[src/rtl/layer_pkg.sv]
// Shared definitions for the layer output packer: FSM encoding and the
// default fixed-point (Q-format) geometry.
package layer_pkg;

  typedef enum logic [1:0] {
    FSM_WAIT    = 2'd0,
    FSM_CONVERT = 2'd1,
    FSM_PUBLISH = 2'd2,
    FSM_RESTART = 2'd3
  } fsm_state_e;

  localparam logic [1:0] ST_WAIT    = FSM_WAIT;
  localparam logic [1:0] ST_CONVERT = FSM_CONVERT;
  localparam logic [1:0] ST_PUBLISH = FSM_PUBLISH;
  localparam logic [1:0] ST_RESTART = FSM_RESTART;

  localparam int Q_W    = 16;
  localparam int Q_FRAC = 12;
  localparam int Q_D    = 8;

endpackage

[src/rtl/fixed_point_requant.sv]
// Round-half-up requantisation of a 2W-bit accumulator to a saturated W-bit
// element, with optional ReLU clamp.
module fixed_point_requant
  import layer_pkg::*;
#(
  parameter int W    = Q_W,
  parameter int FRAC = Q_FRAC,
  parameter int RELU = 0
) (
  input  logic signed [2*W-1:0] x,
  output logic signed [W-1:0]   y
);

  // One guard bit on the rounding add keeps 0x7FFF_FFFF + half from wrapping.
  localparam logic signed [2*W:0] ROUND_V = {{(2*W){1'b0}}, 1'b1} << (FRAC - 1);
  localparam logic signed [2*W:0] MAX_V   = {{(W+2){1'b0}}, {(W-1){1'b1}}};
  localparam logic signed [2*W:0] MIN_V   = {{(W+2){1'b1}}, {(W-1){1'b0}}};

  logic signed [2*W:0] sum_s;
  logic signed [2*W:0] shr_s;
  logic signed [W-1:0] sat_s;

  // Round, shift, saturate, then optionally clamp negatives.
  always_comb begin
    sum_s = {x[2*W-1], x} + ROUND_V;
    shr_s = sum_s >>> FRAC;
    if (shr_s > MAX_V) begin
      sat_s = {1'b0, {(W-1){1'b1}}};
    end else if (shr_s < MIN_V) begin
      sat_s = {1'b1, {(W-1){1'b0}}};
    end else begin
      sat_s = shr_s[W-1:0];
    end
    if ((RELU != 0) && sat_s[W-1]) begin
      y = '0;
    end else begin
      y = sat_s;
    end
  end

endmodule

[src/rtl/layer_output_packer.sv]
// Collects D dot-product results, requantises them one per cycle into a
// packed W-bit vector, publishes it, then pulses a restart to the producers.
module layer_output_packer
  import layer_pkg::*;
#(
  parameter int W    = Q_W,
  parameter int D    = Q_D,
  parameter int FRAC = Q_FRAC,
  parameter int RELU = 0
) (
  input  logic                    clk,
  input  logic                    rst,
  input  logic signed [D*2*W-1:0] packed_dp_out,
  input  logic [D-1:0]            dp_out_v,
  output logic                    dp_rst,
  output logic signed [D*W-1:0]   packed_out,
  output logic                    out_v,
  input  logic                    out_ready
);

  localparam int IDX_W = (D > 1) ? $clog2(D) : 1;
  localparam logic [IDX_W-1:0] IDX_LAST = IDX_W'(D - 1);

  logic [1:0]            state_r;
  logic [IDX_W-1:0]      idx_r;
  logic signed [2*W-1:0] cap_r  [D];
  logic signed [W-1:0]   slot_r [D];
  logic                  out_v_r;
  logic                  dp_rst_r;
  logic signed [2*W-1:0] elem_s;
  logic signed [W-1:0]   req_s;

  // Single shared requantiser, fed by the element selected by idx.
  always_comb begin
    elem_s = cap_r[idx_r];
  end

  fixed_point_requant #(
    .W    (W),
    .FRAC (FRAC),
    .RELU (RELU)
  ) u_requant (
    .x (elem_s),
    .y (req_s)
  );

  // Capture / convert / publish / restart sequencing.
  always_ff @(posedge clk) begin
    if (!rst) begin
      state_r  <= ST_WAIT;
      idx_r    <= '0;
      out_v_r  <= 1'b0;
      dp_rst_r <= 1'b1;
      for (int i = 0; i < D; i++) begin
        cap_r[i]  <= '0;
        slot_r[i] <= '0;
      end
    end else begin
      case (state_r)
        ST_WAIT: begin
          dp_rst_r <= 1'b0;
          if (&dp_out_v) begin
            for (int i = 0; i < D; i++) begin
              cap_r[i] <= packed_dp_out[2*W*(D-1-i) +: 2*W];
            end
            idx_r   <= '0;
            state_r <= ST_CONVERT;
          end
        end
        ST_CONVERT: begin
          slot_r[idx_r] <= req_s;
          if (idx_r == IDX_LAST) begin
            out_v_r <= 1'b1;
            state_r <= ST_PUBLISH;
          end else begin
            idx_r <= idx_r + 1'b1;
          end
        end
        ST_PUBLISH: begin
          if (out_ready) begin
            out_v_r  <= 1'b0;
            dp_rst_r <= 1'b1;
            state_r  <= ST_RESTART;
          end
        end
        ST_RESTART: begin
          dp_rst_r <= 1'b0;
          state_r  <= ST_WAIT;
        end
        default: begin
          out_v_r  <= 1'b0;
          dp_rst_r <= 1'b0;
          state_r  <= ST_WAIT;
        end
      endcase
    end
  end

  for (genvar g = 0; g < D; g++) begin : g_pack
    assign packed_out[W*(D-1-g) +: W] = slot_r[g];
  end

  assign out_v  = out_v_r;
  assign dp_rst = dp_rst_r;

endmodule

[config.mk]
export PLATFORM = sky130hd
export DESIGN_NAME = layer_output_packer
export DESIGN_NICKNAME = d
export VERILOG_FILES = /design/src/rtl/layer_pkg.sv /design/src/rtl/fixed_point_requant.sv /design/src/rtl/layer_output_packer.sv
export SDC_FILE = /design/constraint.sdc
export NUM_CORES = 1
export LEC_CHECK = 0
export BUFFER_PORTS_ARGS = -buffer_cell sky130_fd_sc_hd__buf_2
export CORE_UTILIZATION = 50
export DETAILED_ROUTE_END_ITERATION = 10
export PLACE_DENSITY = 0.75
export SYNTH_ARGS = -nofsm -noshare
export SYNTH_HDL_FRONTEND = slang
export SYNTH_HIERARCHICAL = 1
export SYNTH_SLANG_ARGS = --single-unit
[constraint.sdc]
create_clock -name clk -period 8.75 [get_ports clk]
set_input_delay 1.75 -clock clk [delete_from_list [all_inputs] [get_ports clk]]
set_output_delay 1.75 -clock clk [all_outputs]
set_load 0.03 [all_outputs]
==> impl_metrics.prom <==
# TYPE chip_impl_metric gauge
chip_impl_metric{name="drt-vias-per-instance",unit=""} 5.21
chip_impl_info{name="worst_setup_path_end_kind",value="flip-flop"} 1
chip_impl_metric{name="count_of_yosys_warnings_during_synthesis",unit=""} 6
chip_impl_metric{name="final_min_period_over_clock_period",unit=""} 0.518
chip_impl_metric{name="route.antenna.remaining_nets",unit=""} 0
chip_impl_metric{name="timing.clock.skew",unit="ns"} 0.00948
chip_impl_metric{name="worst_ir_drop_vdd",unit="uV"} 146
chip_impl_metric{name="vias_in_the_first_global_route",unit=""} 8035
chip_impl_metric{name="maxClockFrequency",unit="MHz"} 221
chip_impl_metric{name="clkTransAtPathRegs",unit="ns"} 0.06
chip_impl_metric{name="grt_pass1_wl",unit="mm"} 44.7
chip_impl_metric{name="drtIter0Drc",unit=""} 456
chip_impl_metric{name="ios",unit=""} 397
chip_impl_metric{name="layout.filler_cells",unit=""} 2009
chip_impl_metric{name="finalCriticalPeriod",unit="ns"} 4.53
chip_impl_metric{name="post_route_cells_drive_above_1_share",unit=""} 0.339
chip_impl_info{name="clockRootBuffer",value="sky130_fd_sc_hd__clkbuf_16"} 1
chip_impl_metric{name="h-tree-depth",unit=""} 1
chip_impl_metric{name="mappedNetlistNets",unit=""} 1153
chip_impl_metric{name="core_area",unit="um^2"} 26400
chip_impl_metric{name="synth_area",unit="um^2"} 13600
chip_impl_metric{name="multiInputGateArea",unit="um^2"} 4130
chip_impl_metric{name="area.growth.synth_to_final",unit="%"} 19.6
chip_impl_metric{name="grt-ovfl-total",unit=""} 0
chip_impl_metric{name="fp-row-count",unit=""} 59
chip_impl_metric{name="detailed_place_hpwl",unit="mm"} 20.2
chip_impl_metric{name="cts_made_buffers",unit=""} 31
chip_impl_info{name="worst-setup-path-type",value="reg -> reg"} 1
chip_impl_metric{name="synth_area_per_cell",unit="um^2"} 15.4
chip_impl_metric{name="max_cap_viol_count",unit=""} 0
chip_impl_metric{name="post_cts.resized_instances",unit=""} 0
chip_impl_metric{name="design_power_total",unit="W"} 0.00317
chip_impl_info{name="tritoncts_clock_tree",value="yes"} 1
chip_impl_metric{name="postSynthCellCount",unit=""} 880
chip_impl_metric{name="buffer_ports.inserted",unit=""} 308
chip_impl_metric{name="maximum_number_of_pins_on_one_net_before_global_route_repair",unit=""} 127
chip_impl_metric{name="seq_area",unit="um^2"} 9090
chip_impl_metric{name="worstMarginPinSlew",unit="ns"} 1.18
chip_impl_metric{name="routed-via-count",unit=""} 7986
chip_impl_metric{name="cts.path.max_buffers",unit=""} 3
chip_impl_metric{name="timing_hold_violations_final",unit=""} 0
chip_impl_metric{name="clk_latency",unit="ns"} 0.56
chip_impl_metric{name="number_of_antenna_violations_at_the_first_check_in_global_routing",unit=""} 0
chip_impl_info{name="run_status",value="completed"} 1
chip_impl_info{name="grt_setup_unrepaired",value="no"} 1
chip_impl_metric{name="diodes",unit=""} 0
chip_impl_metric{name="route.detailed.drc",unit=""} 0
chip_impl_metric{name="start_util",unit=""} 0.516
chip_impl_metric{name="finalMaxSlewViolations",unit=""} 0
chip_impl_metric{name="critPathMaxFanout",unit=""} 42
chip_impl_metric{name="track_usage",unit=""} 0.210
chip_impl_metric{name="cts_setup_buffers",unit=""} 0
chip_impl_metric{name="crit_required",unit="ns"} 9.17
chip_impl_metric{name="die_h",unit="um"} 167
chip_impl_metric{name="drt_wl_total",unit="mm"} 29.1
chip_impl_metric{name="holdWs",unit="ns"} 0.480
chip_impl_metric{name="hold_fix_buffers_cts",unit=""} 0
chip_impl_metric{name="final_routed_wire_length_divided_by_cell_count",unit="um"} 19.0
chip_impl_metric{name="setup_viol_count_final",unit=""} 0
chip_impl_metric{name="clkSinkCount",unit=""} 306
chip_impl_metric{name="arrival_time_of_data_at_the_critical_path_endpoint",unit="ns"} 4.95
chip_impl_metric{name="cellLeakagePower",unit="nW"} 6.65
chip_impl_info{name="timing.critical_path.from_type",value="flip-flop"} 1
chip_impl_metric{name="first_pass_iters",unit=""} 5
chip_impl_metric{name="final_core_area_utilization",unit=""} 0.617
chip_impl_metric{name="floorplan.die.width",unit="um"} 167
chip_impl_metric{name="power_density",unit="nW/um^2"} 195
chip_impl_metric{name="timing.max_slew.rel_slack",unit=""} 0.211
chip_impl_metric{name="fp.dieArea",unit="um^2"} 27800
chip_impl_info{name="worstHoldPathType",value="reg -> reg"} 1
chip_impl_metric{name="routabilityCongestion",unit=""} 0.808
chip_impl_metric{name="fin_setup_tns",unit="ns"} 0
chip_impl_metric{name="nNetsFinal",unit=""} 1448
-- worst max-delay path: stages, from the launching register on --
cell and delay, ns:
sky130_fd_sc_hd__dfxtp_2 1.03, sky130_fd_sc_hd__mux4_2 0.40, sky130_fd_sc_hd__mux2_2 0.21, sky130_fd_sc_hd__ha_1 0.21
sky130_fd_sc_hd__nand2_1 0.11, sky130_fd_sc_hd__nor3_1 0.56, sky130_fd_sc_hd__a211oi_1 0.18, sky130_fd_sc_hd__o211ai_1 0.40
sky130_fd_sc_hd__o21ai_2 0.23, sky130_fd_sc_hd__a21oi_1 0.80, sky130_fd_sc_hd__and2_1 0.24
-- path summary, 6_finish.rpt --
path | depth (start not counted) | end | start | slack, ns
max | 10 | slot_r[7][6]$_SDFFCE_PN0P_ | flip-flop | 4.22
min | 2 | state_r[1]$_SDFFE_PN0P_ | state_r[1]$_SDFFE_PN0P_ | 0.48
max reg2reg | 10 | slot_r[7][6]$_SDFFCE_PN0P_ | flip-flop | 4.22
min reg2reg | 2 | state_r[1]$_SDFFE_PN0P_ | state_r[1]$_SDFFE_PN0P_ | 0.48
-- routing by layer --
metal | track usage | vias up | wire, um
li1 | - | 3799 | -
met1 | 0.276 | 3797 | 12500
met2 | 0.365 | 349 | 14200
met3 | 0.0352 | 41 | 1770
met4 | 0.0523 | 0 | 589
met5 | 0 | - | 0
-- area by class of cell --
cell class | instances | area share
clock buffer | 36 | 0.0489
tap | 335 | 0.0258
multi-input combinational | 510 | 0.254
sequential | 306 | 0.559
clock inverter | 19 | 0.0104
inverter | 6 | 0.00139
timing repair buffer | 320 | 0.100
-- state kept, by name, summed over array words and instances, names as in the netlist, named ones only --
signal / cells
dp_rst: 1
idx_r: 3
cap_r: 168
slot_r: 128
out_v: 1
state_r: 2
-- cells in the final DEF, fill, tap and decap left out, types with 10 or more instances in the layout --
cell type and count:
sky130_fd_sc_hd__clkbuf_16 31, sky130_fd_sc_hd__mux4_1 32, sky130_fd_sc_hd__o21ai_1 10, sky130_fd_sc_hd__nand2_1 15, sky130_fd_sc_hd__nor2_1 17, sky130_fd_sc_hd__buf_4 12
sky130_fd_sc_hd__mux2_2 21, sky130_fd_sc_hd__buf_2 308, sky130_fd_sc_hd__edfxtp_1 296, sky130_fd_sc_hd__mux4_2 10, sky130_fd_sc_hd__and2_1 298, sky130_fd_sc_hd__nand3_1 16
sky130_fd_sc_hd__xnor2_1 11
-- power breakdown --
group / internal, W / total [W] / leakage, nW / switching [W]
combinational: 0.0000793 / 0.000233 / 3.00 / 0.000154
clock: 0.000732 / 0.00126 / 0.469 / 0.000531
sequential: 0.00166 / 0.00168 / 3.18 / 0.0000161
-- metrics by stage --
step | setup slack (ns) | instances | area, um^2
CTS | 4.18 | 1532 | 16300
global placement | 3.99 | 1477 | 15300
detailed placement | 3.91 | 1477 | 15300
global route | 3.85 | 1532 | 16300
finish | 4.22 | 1532 | 16300
floorplan | 2.63 | 880 | 13600
No activity file was read; power rests on OpenSTA's default activity.
